==> src/rtl/fifo_rd_fwft.sv <==
// fifo_rd_fwft: read-side output stage of the async FIFO (r_clk domain).
// It turns the pop interface (empty / rd_rq / registered rdata) into a
// first-word-fall-through valid/ready stream. A 2-entry head/tail buffer
// lets it keep one word per cycle even when the consumer stalls.
module fifo_rd_fwft #(
   parameter int WIDTH = 8
) (
   input  logic             r_clk,
   input  logic             rst_n,
   input  logic             empty,
   output logic             rd_rq,
   input  logic [WIDTH-1:0] rdata,
   output logic             out_valid,
   input  logic             out_ready,
   output logic [WIDTH-1:0] out_data,
   output logic [1:0]       out_count
);

   logic [WIDTH-1:0] r_head;
   logic [WIDTH-1:0] r_tail;
   logic [1:0]       r_occ;
   logic             r_inflight;
   logic             r_valid;

   logic             w_pop;
   logic             w_rq;
   logic [1:0]       w_credit;
   logic [1:0]       w_occ_after_pop;
   logic [1:0]       w_occ_next;

   // Credit accounting: a pop is requested only while buffered words plus
   // the word in flight, less the one leaving now, leave room in the buffer.
   // That caps credit at 2, so occ can never pass 2.
   always_comb begin
      w_pop           = r_valid & out_ready;
      w_credit        = r_occ + {1'b0, r_inflight};
      w_rq            = rst_n & ~empty & ((w_credit - {1'b0, w_pop}) < 2'd2);
      w_occ_after_pop = r_occ - {1'b0, w_pop};
      w_occ_next      = w_occ_after_pop + {1'b0, r_inflight};
   end

   assign rd_rq     = w_rq;
   assign out_valid = r_valid;
   assign out_data  = r_head;
   assign out_count = r_occ;

   // Buffer update: pop shifts tail into head; a returning word lands in the
   // head when the head is free after this pop, else in the tail. rdata is
   // only sampled while a read is in flight, so garbage never reaches out_data.
   always_ff @(posedge r_clk or negedge rst_n) begin
      if (!rst_n) begin
         r_head     <= '0;
         r_tail     <= '0;
         r_occ      <= 2'd0;
         r_inflight <= 1'b0;
         r_valid    <= 1'b0;
      end else begin
         r_occ      <= w_occ_next;
         r_valid    <= (w_occ_next != 2'd0);
         r_inflight <= w_rq;
         if (w_pop && (r_occ == 2'd2))
            r_head <= r_tail;
         if (r_inflight) begin
            if (w_occ_after_pop == 2'd0)
               r_head <= rdata;
            else
               r_tail <= rdata;
         end
      end
   end

endmodule
==> config.mk <==
export PLATFORM = sky130hd
export DESIGN_NAME = fifo_rd_fwft
export DESIGN_NICKNAME = d
export VERILOG_FILES = /design/src/rtl/fifo_rd_fwft.sv
export SDC_FILE = /design/constraint.sdc
export NUM_CORES = 1
export LEC_CHECK = 0
export CORE_MARGIN = 3
export CORE_UTILIZATION = 46
export DETAILED_ROUTE_END_ITERATION = 10
export MAX_ROUTING_LAYER = met4
export PLACE_DENSITY = 0.77
export SETUP_SLACK_MARGIN = 0.05
export SYNTH_ARGS = -nofsm -noshare
export SYNTH_HDL_FRONTEND = slang
export SYNTH_SLANG_ARGS = --single-unit
==> constraint.sdc <==
create_clock -name r_clk -period 2.1 [get_ports r_clk]
set_input_delay 0.21 -clock r_clk [delete_from_list [all_inputs] [get_ports r_clk]]
set_output_delay 0.21 -clock r_clk [all_outputs]
set_load 0.1 [all_outputs]
Word-level counts from Yosys, hierarchy flattened
Index checks and enable logic that the tools add are counted.
{"block": "op_classes", "addsub": 4, "n_lt_le_gt_ge": 1, "eq_ne": 1, "mux": 3, "n_bitwise": 5, "n_reduce_logical": 4}
{"cell": "two-way mux 8 bit", "n": 3}
{"cell": "adder 2 x 1 -> 2 bit", "n": 2}
{"cell": "subtractor 2 x 1 -> 2 bit", "n": 2}
{"cell": "AND 1 bit", "n": 3}
{"cell": "== test 2 bit (second input constant)", "n": 1}
{"cell": "logical NOT 2 bit", "n": 1}
{"cell": "less-than comparator 2 bit (second input constant)", "n": 1}
{"cell": "NOT 1 bit", "n": 2}
{"cell": "AND reduction 2 bit", "n": 1}
{"cell": "nonzero test 2 bit", "n": 1}
{"cell": "logical AND 1 bit", "n": 1}
{"block": "totals", "reg_bits": 20, "input_bits": 12, "output_inout_bits": 12, "wordCells": 23}

Longest topological paths before layout
Gate-level depths: netlist of the first run.
{"block": "depth", "ltp_word": 5, "depth_mapped": 6}

Worst setup path after synthesis of the first run
Ideal clock, no wire load.
{"block": "synth_path", "path_kind": "register to register", "startpoint": "register r_valid, in the netlist out_valid", "endpoint": "register r_inflight", "arrival_ns": 3.770, "setup_slack_ns": -2.029, "path_stages_with_launch": 5, "n_path_buf": 0, "period_less_slack_ns": 4.129, "cell_sequence": "dfrtp_1 -> a21boi_0 -> a32o_1 -> xor2_1 -> nor3b_1"}
{"block": "synth_via", "elab_chain_len": 4}
{"element": "from (decl)", "line_no": "23", "source": "logic r_valid;"}
{"element": "from (signal assigned)", "line_no": "59", "source": "r_valid <= (w_occ_next != 2'd0);"}
{"element": "AND 1 bit", "line_no": "35", "source": "w_pop = r_valid & out_ready;"}
{"element": "subtractor 2 x 1 -> 2 bit", "line_no": "37", "source": "w_rq = rst_n & ~empty & ((w_credit - {1'b0, w_pop}) < 2'd2);"}
{"element": "less-than comparator 2 bit", "line_no": "37"}
{"element": "AND 1 bit", "line_no": "37"}
{"element": "named net rd_rq", "line_no": "11", "source": "output logic rd_rq,"}
{"element": "to (signal assigned)", "line_no": "60", "source": "r_inflight <= w_rq;"}
{"element": "to (decl)", "line_no": "22", "source": "logic r_inflight;"}
The timed path passes the listed nets, and every way through them passes these cells.
A chain may end at the register's enable or synchronous reset.

Final worst setup path of the first run
{"block": "layout_path", "startpoint": "register r_inflight", "endpoint": "output port rd_rq"}
{"block": "layout_via", "elab_chain_len": 4}
{"element": "adder 2 x 1 -> 2 bit", "line_no": "36", "source": "w_credit = r_occ + {1'b0, r_inflight};"}
{"element": "subtractor 2 x 1 -> 2 bit", "line_no": "37"}
{"element": "less-than comparator 2 bit", "line_no": "37"}
{"element": "AND 1 bit", "line_no": "37"}
{"element": "to (decl)", "line_no": "11"}
No other way between the ends.

==> flow_metrics.py, run 1 <==
metrics = {
    "run_status": {
        "status": "completed",
    },
    "logic_synthesis": {
        "synth.top_cells.by_count": "dfrtp_1, nand2_1, mux2_2, mux2i_1, o21ai_0",
        "synth-warning-count": 0,
        "syn_area_per_cell_sq_um": 13.0,
        "netlist_top_cells_area": "dfrtp_1, mux2_2, mux2i_1",
        "seq_area_frac_synth": 0.558,
        "syn_nets": 82,
        "synth_cell_types": 19,
        "synth-async-reset-ratio": 1.00,
        "ys_ff_latch": 20,
        "postSynthCellCount": 69,
        "synth_edf_count": 0,
        "synth_most_common_cell": "dfrtp_1",
        "yosys.area.top_type": "dfrtp_1",
        "synthesis.area_sq_um": 897,
        "synth_top_area_frac": 0.558,
        "synthFlopType": "dfrtp_1",
    },
    "worst_setup_path": {
        "cp-end-kind": "output port",
        "cp-startpoint": "r_inflight$_DFF_PN0_",
        "rrSetupSlack_ps": 220,
        "regToRegStartpoint": "out_valid$_DFF_PN0_",
        "critical_path_class": "flop to output port",
        "r2r_cells": 6,
        "cp.required_ps": 1890,
        "cp_max_fo": 5,
        "reg2reg_to": "out_valid$_DFF_PN0_",
        "crit_end": "rd_rq",
        "crit_path_start_kind": "flop",
        "crit_arrival_ps": 1740,
    },
    "clocking": {
        "cts_setup_buffers": 0,
        "cts_resized": 0,
        "clockBufferDepth": 2,
        "cts_made_buffers": 3,
        "clk_pin_slew_ps": 110,
        "tritoncts": "done",
        "cts_root_buffer": "clkbuf_4",
        "cts_hold_buf": 0,
        "clock_latency_ps": 290,
        "cts_max_level": 1,
        "cts_num_sinks": 20,
    },
    "timing": {
        "drv_slew": 0,
        "finalSetupViolations": 0,
        "final.setup.tns_ps": 0,
        "post-route-min-period_ps": 1950,
        "finalHoldViolations": 0,
        "max_freq_mhz": 512,
        "rsz0062_at_grt": "false",
        "fin_worst_skew_ps": 7.36,
        "slew_headroom": 0.696,
        "worstMarginPinSlew_ps": 455,
        "setup_ws_ps": 148,
        "period_share": 0.930,
    },
    "place": {
        "dp_hpwl_um": 1210,
        "port_buffers": 23,
        "dpl.cell_count": 117,
        "placed_cell_area_sq_mm": 0.00117,
        "place_congestion": 0.739,
        "detailedPlace.worstSlack_ps": 32.8,
    },
    "final_layout": {
        "postLayoutCellArea_sq_mm": 0.00119,
        "ff_latch_area_sq_um": 510,
        "fillerInstances": 138,
        "multi_input_area_sq_um": 398,
        "nNetsFinal": 110,
        "drive_gt1_frac": 0.365,
        "insertedDiodeCount": 0,
        "syn_to_final_growth_pct": 33.1,
        "final_cells": 121,
    },
    "hold_path": {
        "hold_path.class": "primary input to async pin",
    },
    "floorplanning": {
        "dieWidth_um": 50.2,
        "die_h_um": 50.2,
        "die_area_sq_mm": 0.00252,
        "fp-row-count": 15,
        "ios": 24,
        "core_region_area_sq_mm": 0.00178,
        "initial_core_util": 0.503,
    },
    "route": {
        "drt-initial-drc-count": 2,
        "first_pass_iters": 3,
        "via_per_inst": 5.02,
        "drc": 0,
        "ant_nets": 0,
        "routed_wl_um": 1630,
        "wire_per_inst_um": 13.5,
        "routed-via-count": 607,
    },
    "grt": {
        "grt_pass1_vias": 579,
        "grt_max_degree": 21,
        "grt_pass1_wl_um": 2610,
        "grt_antenna_before_repair": 0,
        "grt_usage": 0.144,
        "overflow": 0,
    },
    "flow_run": {
        "maxCapViolCount": 0,
    },
}
-- metrics by stage --
stage,utilization,hold slack (ps)
floorplan,-,-85.6
global placement,0.654,487
detailed placement,0.654,493
CTS,0.669,335
global route,0.669,341
finish,0.669,331
-- cells in the final DEF (no fill, tap or decap), drive strengths merged, types with 4 or more instances in the layout --
cell type / count
clkdlybuf4s50: 11
dfrtp: 20
o21ai: 9
clkbuf: 4
buf: 14
mux2: 8
mux2i: 8
nand2: 9
-- critical path, stage by stage (launching register included) --
cell	delay [ps]
dfrtp_2	470
a21boi_1	140
a32o_1	210
xor2_1	170
nor3b_4	250
buf_12	210
-- layer usage --
metal	track usage	wire length, um	part of all wire
met5	-	0	0
met4	0.0691	17	0.010
met3	0.0356	81	0.050
met2	0.217	775	0.48
met1	0.181	754	0.46
-- logic make-up after synthesis --
family | after synthesis | synth area share
AO/OA/AOI/OAI | 12 | 0.0907
XOR/XNOR | 3 | 0.0293
adder cells (fa/ha/maj) | 1 | 0.0139
buffers and inverters | 2 | 0.0112
flip-flops | 20 | 0.558
multiplexers | 16 | 0.190
AND/OR/NAND/NOR | 15 | 0.107
-- sequential cells by signal, summed over array words and instances (netlist names) --
register and cells:
out_data 8, r_tail 8, out_count 2, out_valid 1, r_inflight 1
-- cell type report --
type | instances | share of cell area
flip-flops and latches | 20 | 0.428
multi-input cells | 47 | 0.333
repair buffers | 25 | 0.191
well taps | 25 | 0.0262
clock buffers | 4 | 0.0220
-- worst min path at each step --
stage,endpoint,cells past startpoint
after floorplan,out_count[1]$_DFF_PN0_,0
after global placement,r_tail[1]$_DFFE_PN0P_,1
after detailed placement,r_tail[1]$_DFFE_PN0P_,1
after CTS,out_data[0]$_DFF_PN0_,2
after global routing,out_data[2]$_DFF_PN0_,2
final,r_tail[4]$_DFFE_PN0P_,2
Power of run 1 is not shown: default switching activity piles up to over one toggle a cycle in this logic, so the estimate is an artifact.
==> run 2: changes to the inputs <==
==> constraint.sdc (replaced) <==
create_clock -name r_clk -period 1.9 [get_ports r_clk]
set_input_delay 0.19 -clock r_clk [delete_from_list [all_inputs] [get_ports r_clk]]
set_output_delay 0.19 -clock r_clk [all_outputs]
set_load 0.1 [all_outputs]
==> run 2 against run 1 <==
Net effect: first-iteration DRC count grew to 3.0 times the previous value; via count grew 6.8%; non-clock buffer count grew 8; critical endpoint unchanged; largest cell class unchanged.
==> flow_metrics.py, run 2 (synthesized netlist as in run 1, its figures left out) <==
metrics = {
    "floorplanning": {
        "dieWidth_um": 50.2,
        "initial_core_util": 0.503,
        "fp-row-count": 15,
        "ios": 24,
        "core_region_area_sq_mm": 0.00178,
        "die_area_sq_mm": 0.00252,
        "die_h_um": 50.2,
    },
    "clocking": {
        "cts_made_buffers": 3,
        "cts_hold_buf": 0,
        "cts_max_level": 1,
        "cts_root_buffer": "clkbuf_4",
        "clockBufferDepth": 2,
        "clock_latency_ps": 300,
        "tritoncts": "done",
        "cts_num_sinks": 20,
        "clk_pin_slew_ps": 120,
    },
    "worst_setup_path": {
        "critical_path_class": "flop to output port",
        "crit_path_start_kind": "flop",
        "crit_arrival_ps": 1710,
        "reg2reg_to": "out_valid$_DFF_PN0_",
        "cp-end-kind": "output port",
        "r2r_cells": 7,
        "crit_end": "rd_rq",
        "cp.required_ps": 1710,
        "regToRegStartpoint": "out_valid$_DFF_PN0_",
        "cp_max_fo": 3,
        "rrSetupSlack_ps": 120,
        "cp-startpoint": "r_inflight$_DFF_PN0_",
    },
    "route": {
        "wire_per_inst_um": 13.7,
        "via_per_inst": 5.02,
        "drt-initial-drc-count": 6,
        "routed-via-count": 648,
        "drc": 0,
        "routed_wl_um": 1760,
        "first_pass_iters": 3,
        "ant_nets": 0,
    },
    "hold_path": {
        "hold_path.class": "primary input to async pin",
    },
    "flow_run": {
        "maxCapViolCount": 0,
    },
    "timing": {
        "finalHoldViolations": 0,
        "drv_slew": 0,
        "rsz0062_at_grt": "true",
        "fin_worst_skew_ps": 6.48,
        "max_freq_mhz": 527,
        "period_share": 0.999,
        "finalSetupViolations": 0,
        "post-route-min-period_ps": 1900,
        "worstMarginPinSlew_ps": 320,
        "slew_headroom": 0.786,
        "setup_ws_ps": 1.05,
    },
    "final_layout": {
        "final_common_cell": "buf_4",
        "insertedDiodeCount": 0,
        "postLayoutCoreUtil": 0.724,
        "nNetsFinal": 118,
        "syn_to_final_growth_pct": 43.9,
        "layout_common_cells": "buf_4, dfrtp_1, clkdlybuf4s50_1, nand2_1",
        "drive_gt1_frac": 0.452,
    },
    "grt": {
        "grt_pass1_vias": 684,
        "overflow": 0,
        "grt_usage": 0.171,
        "grt_antenna_before_repair": 0,
        "grt_pass1_wl_um": 3130,
        "grt_max_degree": 21,
    },
    "place": {
        "place_congestion": 0.738,
        "port_buffers": 23,
        "dp_hpwl_um": 1310,
        "detailedPlace.worstSlack_ps": -40.9,
    },
    "run_status": {
        "status": "completed",
    },
}
## run 2: changes by cell type in the layout (fill, tap and decap cells not counted), sizes merged
cell,delta
bufinv,+1
clkbuf,-1
buf,+8
## run 2: routing by layer
metal / vias to the layer above / track usage / wire length [um]
li1: 312 / - / -
met5: - / - / 0
met3: 4 / 0.0564 / 104
met1: 315 / 0.210 / 748
met4: 0 / 0.0553 / 23
met2: 17 / 0.265 / 887
## run 2: stage by stage
step           std cells  instance area, sq um  TNS [ps]  hold slack (ps)
5_1_grt              129                  1290     -90.6              259
2_1_floorplan         69                   920      -568             -106
3_5_place_dp         122                  1210     -45.7              496
6_report             129                  1290         0              255
3_3_place_gp         122                  1210     -8.49              486
4_1_cts              129                  1290     -14.4              251
## run 2: cell type report
cell class | instances | area (sq um)
clock buffers | 3 | 22.5
repair buffers | 33 | 288
flip-flops and latches | 20 | 510
fillers | 136 | 492
multi-input cells | 47 | 409
clock inverters | 1 | 30.0
well taps | 25 | 31.3
## run 2: repair_timing
action	in CTS	in global routing
resized for setup	3	0
pin swaps	2	0
setup endpoints to repair	1	2
setup buffers	3	0
## run 2: worst min-delay path by stage
| stage | cells after the start | end | slack (ps) |
|---|---|---|---|
| floorplan | 0 | out_count[1]$_DFF_PN0_ | -110 |
| global placement | 1 | r_tail[2]$_DFFE_PN0P_ | 490 |
| detailed placement | 1 | r_tail[4]$_DFFE_PN0P_ | 500 |
| CTS | 2 | out_data[5]$_DFF_PN0_ | 250 |
| global route | 2 | r_tail[7]$_DFFE_PN0P_ | 260 |
| finish | 2 | out_data[5]$_DFF_PN0_ | 250 |
## run 2: worst max-delay path: stages, from the launching register on
cell and delay (ps):
dfrtp_2 430, a21boi_1 130, a32o_2 240, xor2_2 160, nor3b_4 250, buf_12 210
Power of run 2 is left out for the same reason.
